[config.mk]
export PLATFORM = sky130hd
export DESIGN_NAME = app_spi_ctrl
export DESIGN_NICKNAME = d
export VERILOG_FILES = /design/src/rtl/app_spi_ctrl.sv
export SDC_FILE = /design/constraint.sdc
export NUM_CORES = 1
export LEC_CHECK = 0
export ABC_AREA = 1
export BUFFER_PORTS_ARGS = -buffer_cell sky130_fd_sc_hd__buf_4
export CAP_MARGIN = 20
export CORE_MARGIN = 3
export CORE_UTILIZATION = 53
export CTS_BUF_LIST = sky130_fd_sc_hd__clkbuf_16
export CTS_CLUSTER_SIZE = 30
export DETAILED_ROUTE_END_ITERATION = 12
export PLACE_DENSITY = 0.84
export SYNTH_ARGS = -nofsm -noshare
export SYNTH_HDL_FRONTEND = slang
export SYNTH_SLANG_ARGS = --single-unit
[constraint.sdc]
create_clock -name OPB_CLK -period 6.3 [get_ports OPB_CLK]
set_clock_uncertainty 0.2 [all_clocks]
set_input_delay 0.945 -clock OPB_CLK [delete_from_list [all_inputs] [get_ports OPB_CLK]]
set_output_delay 0.945 -clock OPB_CLK [all_outputs]
set_load 0.05 [all_outputs]
[src/rtl/app_spi_ctrl.sv]
// app_spi_ctrl: OPB-mapped SPI master (mode 0, MSB first) driving two
// targets that share one SCLK and have separate CS_N/MOSI/MISO.
//
// Optional feature macro: APP_SPI_IRQ_EN adds CTRL.IEN (bit2) and a
// registered SPI_IRQ = DONE & IEN output.
//
// Ports:
//   OPB_CLK, OPB_RST        clock, async active-high reset
//   OPB_DI / OPB_DO         write data / registered read data
//   OPB_ADDR[3:2]           register select (CTRL, TXDATA, RXDATA, STATUS)
//   APP_RE / APP_WE         single-cycle read / write strobes
//   APP_FPGA_SPI_CLK        shared SCLK
//   APP_FPGA_SPIn_CS_N      active-low target selects
//   APP_FPGA_SPIn_MOSI/MISO serial data out / in
//   SPI_IRQ                 (APP_SPI_IRQ_EN only) transfer-done interrupt
module app_spi_ctrl #(
  parameter int unsigned CLK_DIV    = 4,
  parameter int unsigned DATA_WIDTH = 32
) (
  input  logic        OPB_CLK,
  input  logic        OPB_RST,
  input  logic [31:0] OPB_DI,
  output logic [31:0] OPB_DO,
  input  logic [31:0] OPB_ADDR,
  input  logic        APP_RE,
  input  logic        APP_WE,
  output logic        APP_FPGA_SPI_CLK,
  output logic        APP_FPGA_SPI0_CS_N,
  output logic        APP_FPGA_SPI1_CS_N,
  output logic        APP_FPGA_SPI0_MOSI,
  output logic        APP_FPGA_SPI1_MOSI,
  input  logic        APP_FPGA_SPI0_MISO,
  input  logic        APP_FPGA_SPI1_MISO
`ifdef APP_SPI_IRQ_EN
  ,
  output logic        SPI_IRQ
`endif
);

  localparam int unsigned BUS_W = 32;
  localparam int unsigned LEN_W = 5;
  localparam int unsigned DIV_W = 8;

  localparam logic [1:0] A_CTRL = 2'd0;
  localparam logic [1:0] A_TX   = 2'd1;
  localparam logic [1:0] A_RX   = 2'd2;

  typedef enum logic [1:0] {IDLE, SETUP, SHIFT, HOLD} state_t;

  state_t                  state_q, state_nx;
  logic [DIV_W-1:0]        div_cnt_q;
  logic [LEN_W-1:0]        bit_cnt_q;
  logic                    tgt_q;
  logic [LEN_W-1:0]        len_q;
  logic [DATA_WIDTH-1:0]   txdata_q, rxdata_q, tx_sh_q, tx_sh_nx, rx_sh_q;
  logic                    done_q, err_q;
  logic                    sclk_q, cs0_n_q, cs1_n_q, mosi0_q, mosi1_q;
  logic [BUS_W-1:0]        do_q;
  logic                    ien_rd_c;

  logic [1:0]              sel_c;
  logic                    busy_c, wr_ctrl_c, wr_tx_c, wr_stat_c, rd_rx_c;
  logic                    start_c, tick_c, rise_c, fall_c, last_c, finish_c;
  logic                    miso_c, tgt_nx_c, active_nx_c, mosi_nx_c;
  logic [DIV_W-1:0]        shamt_c;
  logic [BUS_W-1:0]        rd_data_c;
  logic                    unused_c;

  // Bus decode and engine strobes
  assign sel_c     = OPB_ADDR[3:2];
  assign busy_c    = (state_q != IDLE);
  assign wr_ctrl_c = APP_WE && (sel_c == A_CTRL);
  assign wr_tx_c   = APP_WE && (sel_c == A_TX);
  assign wr_stat_c = APP_WE && (sel_c == 2'd3);
  assign rd_rx_c   = APP_RE && (sel_c == A_RX);
  assign start_c   = wr_ctrl_c && !busy_c && OPB_DI[0];
  assign tick_c    = (div_cnt_q == DIV_W'(CLK_DIV - 1));
  assign rise_c    = (state_q == SHIFT) && tick_c && !sclk_q;
  assign fall_c    = (state_q == SHIFT) && tick_c && sclk_q;
  assign last_c    = (bit_cnt_q == '0);
  assign finish_c  = (state_q == HOLD) && tick_c;
  assign miso_c    = tgt_q ? APP_FPGA_SPI1_MISO : APP_FPGA_SPI0_MISO;
  assign unused_c  = ^{OPB_ADDR[31:4], OPB_ADDR[1:0], OPB_DI};

  // Left-justify the LEN+1 payload bits so the current bit is always the MSB
  assign shamt_c = DIV_W'(DATA_WIDTH - 1) - DIV_W'(OPB_DI[12:8]);

  // State register
  always_ff @(posedge OPB_CLK or posedge OPB_RST) begin
    if (OPB_RST) state_q <= IDLE;
    else         state_q <= state_nx;
  end

  // Next state and transmit shifter
  always_comb begin
    state_nx = state_q;
    tx_sh_nx = tx_sh_q;
    case (state_q)
      IDLE: begin
        if (start_c) begin
          state_nx = SETUP;
          tx_sh_nx = txdata_q << shamt_c;
        end
      end
      SETUP: begin
        if (tick_c) state_nx = SHIFT;
      end
      SHIFT: begin
        if (fall_c) begin
          if (last_c) state_nx = HOLD;
          else        tx_sh_nx = tx_sh_q << 1;
        end
      end
      HOLD: begin
        if (tick_c) state_nx = IDLE;
      end
      default: state_nx = IDLE;
    endcase
  end

  // Pin values for the upcoming cycle; target comes from the START write
  assign tgt_nx_c    = start_c ? OPB_DI[1] : tgt_q;
  assign active_nx_c = (state_nx != IDLE);
  assign mosi_nx_c   = ((state_nx == SETUP) || (state_nx == SHIFT)) &&
                       tx_sh_nx[DATA_WIDTH-1];

  // Shift engine and SPI pins
  always_ff @(posedge OPB_CLK or posedge OPB_RST) begin
    if (OPB_RST) begin
      div_cnt_q <= '0;
      bit_cnt_q <= '0;
      tx_sh_q   <= '0;
      rx_sh_q   <= '0;
      sclk_q    <= 1'b0;
      cs0_n_q   <= 1'b1;
      cs1_n_q   <= 1'b1;
      mosi0_q   <= 1'b0;
      mosi1_q   <= 1'b0;
    end else begin
      if (!busy_c || tick_c) div_cnt_q <= '0;
      else                   div_cnt_q <= div_cnt_q + DIV_W'(1);

      if (start_c)                bit_cnt_q <= OPB_DI[12:8];
      else if (fall_c && !last_c) bit_cnt_q <= bit_cnt_q - LEN_W'(1);

      tx_sh_q <= tx_sh_nx;

      if (start_c)     rx_sh_q <= '0;
      else if (rise_c) rx_sh_q <= {rx_sh_q[DATA_WIDTH-2:0], miso_c};

      if ((state_q == SHIFT) && tick_c) sclk_q <= ~sclk_q;

      cs0_n_q <= !(active_nx_c && !tgt_nx_c);
      cs1_n_q <= !(active_nx_c && tgt_nx_c);
      mosi0_q <= mosi_nx_c && !tgt_nx_c;
      mosi1_q <= mosi_nx_c && tgt_nx_c;
    end
  end

  // Programmer-visible registers; CTRL/TXDATA are frozen while busy
  always_ff @(posedge OPB_CLK or posedge OPB_RST) begin
    if (OPB_RST) begin
      tgt_q    <= 1'b0;
      len_q    <= '0;
      txdata_q <= '0;
      rxdata_q <= '0;
      done_q   <= 1'b0;
      err_q    <= 1'b0;
    end else begin
      if (wr_ctrl_c && !busy_c) begin
        tgt_q <= OPB_DI[1];
        len_q <= OPB_DI[12:8];
      end
      if (wr_tx_c && !busy_c) txdata_q <= OPB_DI[DATA_WIDTH-1:0];
      if (finish_c) rxdata_q <= rx_sh_q;

      // Completion wins over a coincident clear
      if (finish_c)                done_q <= 1'b1;
      else if (rd_rx_c || start_c) done_q <= 1'b0;

      if ((wr_ctrl_c || wr_tx_c) && busy_c) err_q <= 1'b1;
      else if (wr_stat_c && OPB_DI[2])      err_q <= 1'b0;
    end
  end

`ifdef APP_SPI_IRQ_EN
  logic ien_q, irq_q;

  // Interrupt enable and registered interrupt
  always_ff @(posedge OPB_CLK or posedge OPB_RST) begin
    if (OPB_RST) begin
      ien_q <= 1'b0;
      irq_q <= 1'b0;
    end else begin
      if (wr_ctrl_c && !busy_c) ien_q <= OPB_DI[2];
      irq_q <= done_q && ien_q;
    end
  end

  assign ien_rd_c = ien_q;
  assign SPI_IRQ  = irq_q;
`else
  assign ien_rd_c = 1'b0;
`endif

  // Read mux
  always_comb begin
    rd_data_c = '0;
    case (sel_c)
      A_CTRL:  rd_data_c = {19'd0, len_q, 5'd0, ien_rd_c, tgt_q, 1'b0};
      A_TX:    rd_data_c = BUS_W'(txdata_q);
      A_RX:    rd_data_c = BUS_W'(rxdata_q);
      default: rd_data_c = {29'd0, err_q, done_q, busy_c};
    endcase
  end

  // Read data register, held between reads
  always_ff @(posedge OPB_CLK or posedge OPB_RST) begin
    if (OPB_RST)     do_q <= '0;
    else if (APP_RE) do_q <= rd_data_c;
  end

  assign OPB_DO             = do_q;
  assign APP_FPGA_SPI_CLK   = sclk_q;
  assign APP_FPGA_SPI0_CS_N = cs0_n_q;
  assign APP_FPGA_SPI1_CS_N = cs1_n_q;
  assign APP_FPGA_SPI0_MOSI = mosi0_q;
  assign APP_FPGA_SPI1_MOSI = mosi1_q;

endmodule

Word level (Yosys, flattened, before mapping) --
Cells that the tools add are included.
Operators by class: add/subtract/negate cells 3, multipliers 0, divide/modulo/power cells 0, $lt $le $gt $ge 0, equal/unequal tests 12, shift operators 1, muxes and demuxes 22, bitwise operators 1, reductions and logical operators 40
Operator list (count):
- $mux W32 | 5
- $pmux W32 S3 | 1
- $pmux W32 S2 | 1
- $shl A32 B8 Y32 | 1
- $logic_and A1 B1 Y1 | 19
- $reduce_bool A2 Y1 | 7
- $eq A2 B2 Y1 const B | 5
- $mux W2 | 5
- $mux W5 | 2
- $add A8 B1 Y8 const B | 1
- $eq A8 B2 Y1 const B | 1
- $mux W8 | 1
- $pmux W2 S4 | 1
- $eq A2 B1 Y1 const B | 3
- $logic_not A1 Y1 | 6
- $mux W1 | 6
- $ne A2 B2 Y1 const B | 3
- $sub A5 B5 Y6 const A | 1
- $logic_not A5 Y1 | 1
- $sub A5 B1 Y5 const B | 1
- $logic_not A2 Y1 | 2
- $logic_or A1 B1 Y1 | 4
- $reduce_and A4 Y1 | 1
- $not A1 Y1 | 1
Storage, ports and cells: register bits after elaboration 188, bits in latches 0, RAM bits 0, bits in read-only memories 0, input port bits 70, output and inout port bits 37, word-level logic and storage cells 97, memories kept 0

Logic depth before layout (Yosys ltp) --
depth after elaboration 10, depth in mapped cells 15

Least setup slack after synthesis --
No wires, ideal clock.
path type in2reg, from input OPB_ADDR[2], to register mosi0_q, in the netlist APP_FPGA_SPI0_MOSI, data arrival time 2391 ps, path slack 3580 ps, cell stages on the path 13, buffers on the path 2, cell sequence inv_1 nand2_1 inv_1 nand4_4 buf_2 inv_1 buf_2 nor2_1 o21ai_0 inv_1 ha_1 nand2_1 nor2_1
Between the ends: word-level cells in the longest chain between the ends 10, elaborated cells between the ends (all ways) 15, classes of those cells eq/ne (2); mux (5); reduce/logical (8)
Ends and longest elaborated chain:
- start: declaration | line 24 | input logic [31:0] OPB_ADDR,
- $logic_not A2 Y1 * | line 72 | assign wr_ctrl_c = APP_WE && (sel_c == A_CTRL);
- $logic_and A1 B1 Y1 * | line 72
- $logic_and A1 B1 Y1 * (2 in a row) | line 76 | assign start_c = wr_ctrl_c && !busy_c && OPB_DI[0];
- $mux W2 * | line 100 | if (start_c) begin
- $pmux W2 S4 * | line 98 | case (state_q)
- named net state_nx[0] | line 50 | state_t state_q, state_nx;
- $eq A2 B1 Y1 / $eq A2 B2 Y1 (equally long branches) | line 124 | assign mosi_nx_c = ((state_nx == SETUP) || (state_nx == SHIFT)) &&
- $logic_or A1 B1 Y1 * | line 124
- $logic_and A1 B1 Y1 * | line 124
- $logic_and A1 B1 Y1 * | line 155 | mosi0_q <= mosi_nx_c && !tgt_nx_c;
- end signal: assignment | line 155
- end: declaration | line 57 | logic sclk_q, cs0_n_q, cs1_n_q, mosi0_q, mosi1_q;
Mark *: on every way through the listed nets, which the timed path passes. The rest lies on a longest branch. The select of a mux whose other input is x is not followed. A chain may end at the register's enable or synchronous reset.

Final worst setup path --
from input OPB_ADDR[3], to register mosi0_q, in the netlist APP_FPGA_SPI0_MOSI
Between the ends: elaborated cells between the ends (all ways) 15, classes of those cells eq/ne (2); mux (5); reduce/logical (8)
RTL lines:
- $logic_not A2 Y1 | line 72
- $logic_and A1 B1 Y1 | line 72
- $logic_and A1 B1 Y1 (2 in a row) | line 76
- $mux W32 | line 100
- $pmux W32 S2 | line 98
- named net tx_sh_nx[31] | line 55 | logic [DATA_WIDTH-1:0] txdata_q, rxdata_q, tx_sh_q, tx_sh_nx, rx_sh_q;
- $logic_and A1 B1 Y1 | line 124
- $logic_and A1 B1 Y1 | line 155
The timed path passes the listed nets, and every way through them passes these cells. The select of a mux whose other input is x is not followed.

==> metrics <==
pin count of the biggest net entering global routing 72; final setup fails 0; critical path type in -> reg; RR Endpoint APP_FPGA_SPI0_MOSI$_DFF_PP0_; GRT Util Overall 0.258; Synthesized Nets 1186; Post-DP HPWL approximately 16 mm; Seq/Total Area, Yosys 0.507; CTS tree yes; Diodes inserted 0; post-CTS setup buffer count 0; 1st-iter DRT viols 888; initial core utilization 0.550; DRC viols 0; global route total overflow 0; CP peak stage delay 1030 ps; R2R Setup Slk 3000 ps; Core Rows 47; crit path DAT 3660 ps; vias in the first global route approximately 8000; GPL Wtd Cong 0.922; RR Startpoint state_q[1]$_DFF_PP0_; Slew @ Worst Pin 1050 ps; Crit Path Max Fanout 40; core area 16900 um^2; Worst Hold Class reg -> reg; relative slew slack 0.297; area grow syn2layout 12.9%; H-tree depth 4; Die H around 140 um; minimum clock period 3490 ps; CTS Hold Bufs 0; clk buf depth 2; Clk pin slew, worst setup/hold paths 70 ps; status complete, no violations; Leakage 5.01 nW; via count 8128; EDFF count, synth 0; Die Span X 138 um; final hold violations 0; synthesized area per cell approximately 8.3 um^2; worst vdd rail ir drop 0.205 mV; max-cap violations 0; Final Cycle Share 0.554; global-route wire length before repair 40.3 mm; Synth Warn # 0; number of buffers created by CTS 17; Post-synth ARST share 1.00; vias per cell between 5 and 6; setup_tns 0 ps; fin. max-slew vios 0; RSZ-0062 raised after global routing no; Max Freq around 290 MHz; cell repeated most along the worst path nand2_1; post_cts resized 0; CP required 6470 ps; layout cells sized above 1 0.157; mean routed wirelength per cell around 18 um; final WL ~24 mm; Port Buf Inserts 76; Synth cell types 48; worst-skew pair later-pin latency ~450 ps; Cells after DPL 1347; die area 19100 um^2; Final nets 1220; # clock sinks 188; final antenna-violating net count 0; Non-Filler Instances 1379; Min-Delay Startpoint div_cnt_q[0]$_DFF_PP0_; hold endpoint div_cnt_q[0]$_DFF_PP0_; DR pass1 iterations 5; Worst setup SP type input pin; synthesized cell area around 9300 um^2; #FFs+latches synth 188; Critical-path top delay cell nor2_2; CP cell instances buf_4 -> inv_1 -> nand2_1 -> inv_1 -> nand4_4 -> nor2_2 -> nand2_1 -> nand3_1 -> nand2_1 -> nand2_1 -> nand2_1 -> nor2_1; Root Buffer clkbuf_16; hold depth 1; I/O pins 107; Worst R2R Path Depth 11; Mapped Cells 1112; dominant synthesized flop cell dfrtp_1; crit end category flop; fin util 0.621; initial antenna violation count 0; power per cell area 235 nW/um^2
[metal layers]
metal | up-vias | routed length (um) | GRT usage
met4 | 0 | 766 | 0.103
met1 | 3894 | 10300 | 0.353
met2 | 389 | 11500 | 0.402
met3 | 62 | 1900 | 0.0615
met5 | - | 0 | 0
li1 | 3783 | - | -
[flip-flops by register name, summed over array words and instances (netlist names)]
register,flops
APP_FPGA_SPI0_MOSI,1
APP_FPGA_SPI1_MOSI,1
OPB_DO,32
APP_FPGA_SPI1_CS_N,1
done_q,1
APP_FPGA_SPI_CLK,1
len_q,5
APP_FPGA_SPI0_CS_N,1
txdata_q,32
div_cnt_q,8
err_q,1
tgt_q,1
rx_sh_q,32
tx_sh_q,32
rxdata_q,32
state_q,2
bit_cnt_q,5
[metrics by stage]
step	hold slack (ps)	instance area, um^2	setup WS, ps	total power, mW
after floorplan	233	9280	44.5	1.34
after global placement	252	9870	2510	1.40
after detailed placement	264	9870	2440	1.40
after CTS	281	10500	2860	2.47
after global routing	293	10500	2520	2.54
final	282	10500	2810	2.46
[synthesized netlist by cell type (2+ instances only)]
cell,instances,share of area
o21a_1,4,0.0032
nand3_1,159,0.086
buf_1,6,0.0024
nand4_4,2,0.0046
or2_2,8,0.0054
o21ai_0,91,0.049
nor2_2,5,0.0034
o22ai_1,5,0.0034
ha_1,4,0.0054
clkbuf_1,29,0.012
xor2_1,2,0.0019
nor2_1,39,0.016
o311ai_0,4,0.0038
dfrtp_1,186,0.50
o221ai_1,9,0.0085
buf_6,2,0.0024
nand2_1,326,0.13
buf_2,29,0.016
and2_1,2,0.0013
inv_1,66,0.027
a31oi_1,2,0.0013
o211ai_1,12,0.0097
nor3_1,3,0.0016
clkinv_1,3,0.0012
nand4_1,8,0.0054
nand3b_1,2,0.0016
nand2_2,2,0.0013
a21oi_1,22,0.012
inv_2,6,0.0024
a221oi_1,3,0.0028
o21bai_1,2,0.0016
nor3b_1,2,0.0016
dfstp_2,2,0.0057
o21ai_1,14,0.0076
mux2_2,38,0.046
[how the worst max path moves through the flow]
stage | endpoint | slack [ps] | from | cells after the start
floorplan | APP_FPGA_SPI0_MOSI$_DFF_PP0_ | 40 | OPB_RST | 1
global placement | APP_FPGA_SPI0_MOSI$_DFF_PP0_ | 2510 | OPB_ADDR[3] | 12
detailed placement | APP_FPGA_SPI0_MOSI$_DFF_PP0_ | 2440 | OPB_ADDR[3] | 12
CTS | APP_FPGA_SPI0_MOSI$_DFF_PP0_ | 2860 | OPB_ADDR[3] | 12
global route | tx_sh_q[2]$_DFFE_PP0P_ | 2520 | OPB_ADDR[3] | 8
finish | APP_FPGA_SPI0_MOSI$_DFF_PP0_ | 2810 | OPB_ADDR[3] | 12
[layout by cell type, fill, tap and decap left out, types with 5 or more instances in the layout]
cell type / count
buf_4: 82
inv_1: 65
nand2_1: 326
a21oi_1: 22
nor2_1: 39
dfrtp_1: 186
o211ai_1: 12
nor2_2: 5
or2_2: 8
nand4_1: 8
o21ai_0: 91
o221ai_1: 9
nand3_1: 158
clkinv_8: 6
clkbuf_16: 17
o22ai_1: 5
o21ai_1: 14
inv_2: 6
mux2_2: 38
[power breakdown]
| group | internal (mW) | switching [mW] | total (mW) |
|---|---|---|---|
| Sequential | 1.21 | 0.00413 | 1.22 |
| Combinational | 0.0455 | 0.117 | 0.163 |
| Clock | 0.536 | 0.544 | 1.08 |
| Total | 1.79 | 0.665 | 2.46 |
[worst max-delay path: cells and delay by family]
kind	cells	cell delay, ps
buf+inv	3	440
simple gates	9	2280
[logic make-up after synthesis]
group,share of synthesized area
xor gates and xnor gates,0.00283
AOI/OAI and AO/OA,0.109
adders and majority gates,0.00539
muxes,0.0472
and+or+nand+nor,0.264
buffers and inverters,0.0634
DFF,0.507
[area by class of cell]
cell class	count	area, um^2
well taps	220	275
fillers	1386	6400
inverters	75	287
repair buffers	82	616
flip-flops and latches	188	4710
clock buffers	17	425
multi-input cells	782	3990
clock inverters	15	178
Power figures use the tool's default switching activity.
